<file path="config.mk">
export PLATFORM = sky130hd
export DESIGN_NAME = shift_register_universal_flat
export DESIGN_NICKNAME = d
export VERILOG_FILES = /design/src/rtl/shift_register_universal_if.sv /design/src/rtl/shift_register_universal.sv /design/src/flat_wrapper.sv
export SDC_FILE = /design/constraint.sdc
export NUM_CORES = 1
export LEC_CHECK = 0
export ABC_AREA = 1
export CAP_MARGIN = 10
export CORE_UTILIZATION = 34
export CTS_CLUSTER_DIAMETER = 200
export DETAILED_ROUTE_END_ITERATION = 10
export PLACE_DENSITY = 0.61
export SLEW_MARGIN = 25
export SYNTH_ARGS = -nofsm -noshare
export SYNTH_HDL_FRONTEND = slang
export SYNTH_SLANG_ARGS = --single-unit
</file>
<file path="constraint.sdc">
create_clock -name clk -period 2 [get_ports clk]
set_clock_uncertainty 0.1 [all_clocks]
set_input_delay 0.5 -clock clk [delete_from_list [all_inputs] [get_ports clk]]
set_output_delay 0.5 -clock clk [all_outputs]
set_load 0.02 [all_outputs]
</file>
<file path="src/rtl/shift_register_universal_if.sv">
// Bus bundle for the universal shift register: operation controls, burst handshake
// and register outputs. The master drives the controls and the slave is the register.
interface shift_register_universal_if #(
  parameter int WIDTH = 8,
  parameter int CNT_W = 4
);
  logic             en;
  logic [2:0]       mode;
  logic [WIDTH-1:0] load_data;
  logic             sin_l;
  logic             sin_r;
  logic [CNT_W-1:0] count;
  logic             start;
  logic [WIDTH-1:0] out;
  logic             sout_l;
  logic             sout_r;
  logic             busy;
  logic             done;

  modport master (
    output en, mode, load_data, sin_l, sin_r, count, start,
    input  out, sout_l, sout_r, busy, done
  );

  modport slave (
    input  en, mode, load_data, sin_l, sin_r, count, start,
    output out, sout_l, sout_r, busy, done
  );
endinterface

</file>
<file path="src/rtl/shift_register_universal.sv">
// N-bit universal shift register with direct single-step operations and a counted
// burst engine (start/busy/done) that repeats a latched shift or rotate mode.
module shift_register_universal #(
  parameter int WIDTH = 8,
  parameter int CNT_W = 4
) (
  input logic                   clk,
  input logic                   rst,
  shift_register_universal_if.slave bus
);

  localparam logic [2:0] M_HOLD = 3'b000;
  localparam logic [2:0] M_SHL  = 3'b001;
  localparam logic [2:0] M_SHR  = 3'b010;
  localparam logic [2:0] M_ROL  = 3'b011;
  localparam logic [2:0] M_ROR  = 3'b100;
  localparam logic [2:0] M_ASR  = 3'b101;
  localparam logic [2:0] M_LOAD = 3'b110;

  typedef enum logic {IDLE, BUSY} state_t;

  state_t           state, state_nxt;
  logic [2:0]       mode_q;
  logic [CNT_W-1:0] rem_q;
  logic [WIDTH-1:0] data_q, data_nxt;
  logic             sout_l_q, sout_r_q, sl_nxt, sr_nxt;
  logic             done_q, done_nxt;
  logic             do_op, latch;
  logic [2:0]       op_mode;

  function automatic logic is_burst_mode(input logic [2:0] m);
    return (m == M_SHL) || (m == M_SHR) || (m == M_ROL) || (m == M_ROR) || (m == M_ASR);
  endfunction

  function automatic logic [WIDTH-1:0] asr1(input logic [WIDTH-1:0] v);
    logic signed [WIDTH-1:0] s;
    s = $signed(v);
    return $unsigned(s >>> 1);
  endfunction

  // State register plus burst bookkeeping
  always_ff @(posedge clk) begin
    if (rst) begin
      state  <= IDLE;
      done_q <= 1'b0;
      mode_q <= M_HOLD;
      rem_q  <= '0;
    end else begin
      state  <= state_nxt;
      done_q <= done_nxt;
      if (latch) begin
        mode_q <= bus.mode;
        rem_q  <= bus.count;
      end else if (state == BUSY && do_op) begin
        rem_q  <= rem_q - CNT_W'(1);
      end
    end
  end

  // Next-state: decides whether an operation happens this edge and which mode it uses
  always_comb begin
    state_nxt = state;
    done_nxt  = 1'b0;
    do_op     = 1'b0;
    latch     = 1'b0;
    op_mode   = bus.mode;
    case (state)
      IDLE: begin
        if (bus.start) begin
          if (bus.count != '0 && is_burst_mode(bus.mode)) begin
            state_nxt = BUSY;
            latch     = 1'b1;
          end else begin
            done_nxt  = 1'b1;
          end
        end else if (bus.en) begin
          do_op = 1'b1;
        end
      end
      BUSY: begin
        op_mode = mode_q;
        if (bus.en) begin
          do_op = 1'b1;
          if (rem_q == CNT_W'(1)) begin
            state_nxt = IDLE;
            done_nxt  = 1'b1;
          end
        end
      end
      default: state_nxt = IDLE;
    endcase
  end

  // Datapath next value; serial-out bits only move on the ops that shift past them
  always_comb begin
    data_nxt = data_q;
    sl_nxt   = sout_l_q;
    sr_nxt   = sout_r_q;
    if (do_op) begin
      case (op_mode)
        M_SHL: begin data_nxt = {data_q[WIDTH-2:0], bus.sin_r};     sl_nxt = data_q[WIDTH-1]; end
        M_SHR: begin data_nxt = {bus.sin_l, data_q[WIDTH-1:1]};     sr_nxt = data_q[0];       end
        M_ROL: begin data_nxt = {data_q[WIDTH-2:0], data_q[WIDTH-1]}; sl_nxt = data_q[WIDTH-1]; end
        M_ROR: begin data_nxt = {data_q[0], data_q[WIDTH-1:1]};     sr_nxt = data_q[0];       end
        M_ASR: begin data_nxt = asr1(data_q);                       sr_nxt = data_q[0];       end
        M_LOAD: data_nxt = bus.load_data;
        default: data_nxt = data_q;
      endcase
    end
  end

  always_ff @(posedge clk) begin
    if (rst) begin
      data_q   <= '0;
      sout_l_q <= 1'b0;
      sout_r_q <= 1'b0;
    end else begin
      data_q   <= data_nxt;
      sout_l_q <= sl_nxt;
      sout_r_q <= sr_nxt;
    end
  end

  assign bus.out    = data_q;
  assign bus.sout_l = sout_l_q;
  assign bus.sout_r = sout_r_q;
  assign bus.busy   = (state == BUSY);
  assign bus.done   = done_q;

endmodule

</file>
<file path="src/flat_wrapper.sv">
// flat-port wrapper written by rule: the top's interface ports become plain ports
module shift_register_universal_flat 
#(
  parameter int WIDTH = 8,
  parameter int CNT_W = 4
)
  (clk, rst, bus_en, bus_mode, bus_load_data, bus_sin_l, bus_sin_r, bus_count, bus_start, bus_out, bus_sout_l, bus_sout_r, bus_busy, bus_done);
  shift_register_universal_if #(.WIDTH(WIDTH), .CNT_W(CNT_W)) bus_i ();
  input logic clk;
  input logic rst;
  input wire logic [$bits(bus_i.en)-1:0] bus_en;
  input wire logic [$bits(bus_i.mode)-1:0] bus_mode;
  input wire logic [$bits(bus_i.load_data)-1:0] bus_load_data;
  input wire logic [$bits(bus_i.sin_l)-1:0] bus_sin_l;
  input wire logic [$bits(bus_i.sin_r)-1:0] bus_sin_r;
  input wire logic [$bits(bus_i.count)-1:0] bus_count;
  input wire logic [$bits(bus_i.start)-1:0] bus_start;
  output wire logic [$bits(bus_i.out)-1:0] bus_out;
  output wire logic [$bits(bus_i.sout_l)-1:0] bus_sout_l;
  output wire logic [$bits(bus_i.sout_r)-1:0] bus_sout_r;
  output wire logic [$bits(bus_i.busy)-1:0] bus_busy;
  output wire logic [$bits(bus_i.done)-1:0] bus_done;
  assign bus_i.en = bus_en;
  assign bus_i.mode = bus_mode;
  assign bus_i.load_data = bus_load_data;
  assign bus_i.sin_l = bus_sin_l;
  assign bus_i.sin_r = bus_sin_r;
  assign bus_i.count = bus_count;
  assign bus_i.start = bus_start;
  assign bus_out = bus_i.out;
  assign bus_sout_l = bus_i.sout_l;
  assign bus_sout_r = bus_i.sout_r;
  assign bus_busy = bus_i.busy;
  assign bus_done = bus_i.done;
  shift_register_universal #(.WIDTH(WIDTH), .CNT_W(CNT_W)) u_core (.clk(clk), .rst(rst), .bus(bus_i));
endmodule
</file>
==> flow_summary.ini <==
[hold_path]
min-delay-path-class = flip-flop to flip-flop
holdPathStages = 2
min_from = u_core.bus.sout_r
holdPathEnd = u_core.bus.sout_r

[worst_setup_path]
r2r_slack_ns = 0.41
path_cells = clkdlybuf4s50_1
worst_path_max_delay_cell = clkdlybuf4s50_1
crit_family = buffers and inverters
timing.critical_path.buf_inv = 1
worst_path_largest_cell_delay_ns = 0.63
crit_path_start_kind = flip-flop
critPathKind = flip-flop to output port
critPathCaptureType = output port
r2r_cells = 9
r2r-start = u_core.bus.busy
cp.arrival_ns = 1.35
cp_max_fo = 4
required_ns = 1.40
timing.rr.end = u_core.bus.out[3]

[final_layout]
fillers = 361
area_growth_pct = 39.6
finalNetCount = 254
drive_above_1_share_pct = 19.1
post-route-util_pct = 50.4
antennaDiodeCount = 0

[cts]
cts_tree = built
root_buffer = clkbuf_4
cts_made_buffers = 3
hold_buffers = 0
cts_num_sinks = 19
clk_pin_slew_worst_paths_ns = 0.12
htree_levels = 1
clk_latency_ns = 0.30
clock_path_buffers = 2

[grt]
grt_pass1_vias = 1147
grt_antenna_before_repair = 0
grt_overflow_total = 0
grt_max_degree = 12
grt_pass1_wl_um = 5010
grtUsageTotal_pct = 16.1

[timing]
fin_crit_ns = 1.95
tightest_slew_ns = 0.330
fin_hold_ws_ns = 0.367
rsz0062_at_grt = no
drv_slew = 0
setup_ws_ns = 0.0504
relSlewSlack_pct = 78.0
finalSetupTns_ns = 0
setup_viol = 0
fin_crit_sh_pct = 97.5
hold_violations = 0
fmax_mhz = 513

[die]
dieArea_um2 = 3870
core-area_um2 = 3420
start_util_pct = 36.1
row_count = 21
die_h_um = 62.2
die_w_um = 62.2
ios = 33

[synthesis]
synthAdderAreaFrac_pct = 2.03
avgSynthCellArea_um2 = 6.70
synth_largest_area_cell = dfxtp_1
ys_types = 27
muxShareOfSynthArea_pct = 0
ys_seq_area_share_pct = 30.9
synth_area_leaders = dfxtp_1 31%, nand2_1 13%, nor2_1 8.5%
syn-cell-area_um2 = 1230
synth_top_family_by_area = simple AND/OR/NAND/NOR gates
synth_xor_area_share_pct = 1.42
yosys_warnings = 0
synthSimpleGateAreaFrac_pct = 42.1
synth_top_area_share_pct = 30.9
synth_seq_cells = 19
synth_compound_area_share_pct = 15.8
syn-instance-count = 184
postSynthNetCount = 207

[drt]
routed_wl_um = 2920
dr.first_iter.drc_count = 51
post_drt_wl_per_cell_um = 10.6
antenna_left = 0
drc = 0
vias = 1265
drt_pass1_iterations = 4
vias_per_cell = 4.58

[outcome]
status = complete, no violations

[power_and_ir_drop]
powerDensity_nw_per_um2 = 621
ir_drop_mv = 0.343
leakage_uw = 0.000802
power_uw = 1070

[place]
hpwlAfterDp_um = 2300
pre_cts_ws_ns = -0.103
gp_congestion = 0.798
port_buffers = 32

[flow_run]
maxCapViolCount = 0
## routing by layer
metal,up-vias,global-route usage [%],share of wire [%]
met2,25,24.5,42
li1,681,-,-
met5,-,0,0
met1,555,23.1,53
met3,4,1.84,4.0
met4,0,6.10,1.2
## flip-flops by register name (all words and copies together) (netlist names)
register           cells
u_core.bus.out         8
u_core.rem_q           4
u_core.mode_q          3
u_core.bus.busy        1
u_core.bus.done        1
u_core.bus.sout_l      1
u_core.bus.sout_r      1
## cell families after synthesis
logic type,count (synthesis)
AND/OR/NAND/NOR,108
AO/OA/AOI/OAI,30
buffers and inverters,23
flip-flops,19
XOR/XNOR,2
adder cells (fa/ha/maj),2
## layout by cell type (no fill, tap or decap), types with 2 or more instances in the layout
cell type         n
clkbuf_4          3
o21ai_1           5
nand2_2          10
xor2_1            2
dlymetal6s2s_1    2
dfxtp_1          19
a21oi_1           8
ha_1              2
o21ai_0           6
nand4_1           3
buf_4            13
clkdlybuf4s50_1  30
nor2_1           28
nand2_4           7
nor3_1            2
nand2_1          42
inv_2             4
a31oi_1           3
nand3_1          15
o21ai_2           2
inv_1            16
## synth_stat cells, drive strengths merged
library cell	n
nand2	59
a31oi	3
o21ai	14
buf	3
nor2	29
xor2	2
o21a	1
nand3	15
a211oi	1
nor3	2
nand4	3
a21oi	10
ha	2
inv	20
dfxtp	19
a21boi	1
## worst max-delay path by stage
| stage | from | end | slack [ns] | cells past startpoint |
|---|---|---|---|---|
| 2_1_floorplan | u_core.bus.busy | u_core.bus.out[1] | 0.43 | 9 |
| 3_3_place_gp | bus_mode[2] | u_core.bus.out[3] | -0.08 | 10 |
| 3_5_place_dp | bus_mode[1] | u_core.mode_q[0] | -0.10 | 7 |
| 4_1_cts | u_core.bus.out[0] | bus_out[0] | 0.01 | 1 |
| 5_1_grt | u_core.bus.out[2] | bus_out[2] | 0.007 | 1 |
| 6_report | u_core.bus.out[5] | bus_out[5] | 0.05 | 1 |
## cell type report
type,instances,area [um^2],share of cell area [%]
Inverter,20,75.1,4.36
Tap cell,46,57.6,3.35
Sequential cell,19,380,22.1
Timing Repair Buffer,45,423,24.6
Clock inverter,1,5.00,0.291
Multi-Input combinational cell,142,757,44.0
Clock buffer,3,22.5,1.31
## metrics by stage
stage / instances / area [um^2]
after CTS: 276 / 1720
after floorplan: 184 / 1230
after detailed placement: 272 / 1690
after global routing: 276 / 1720
final: 276 / 1720
after global placement: 272 / 1690
## timing repair
action | in CTS | in global routing
setup endpoints to repair | 0 | 2
resized for setup | 0 | 2
endpoints found under the hold margin | 0 | 0
buffers inserted | 0 | 0
## power breakdown
part / switching [uW] / internal, uW / leakage, uW
Combinational: 229 / 190 / 0.000628
Sequential: 32.6 / 415 / 0.000156
Clock: 127 / 74.6 / 0.0000177
Total: 388 / 680 / 0.000802
Note: power is estimated with default switching activity, not from simulation.
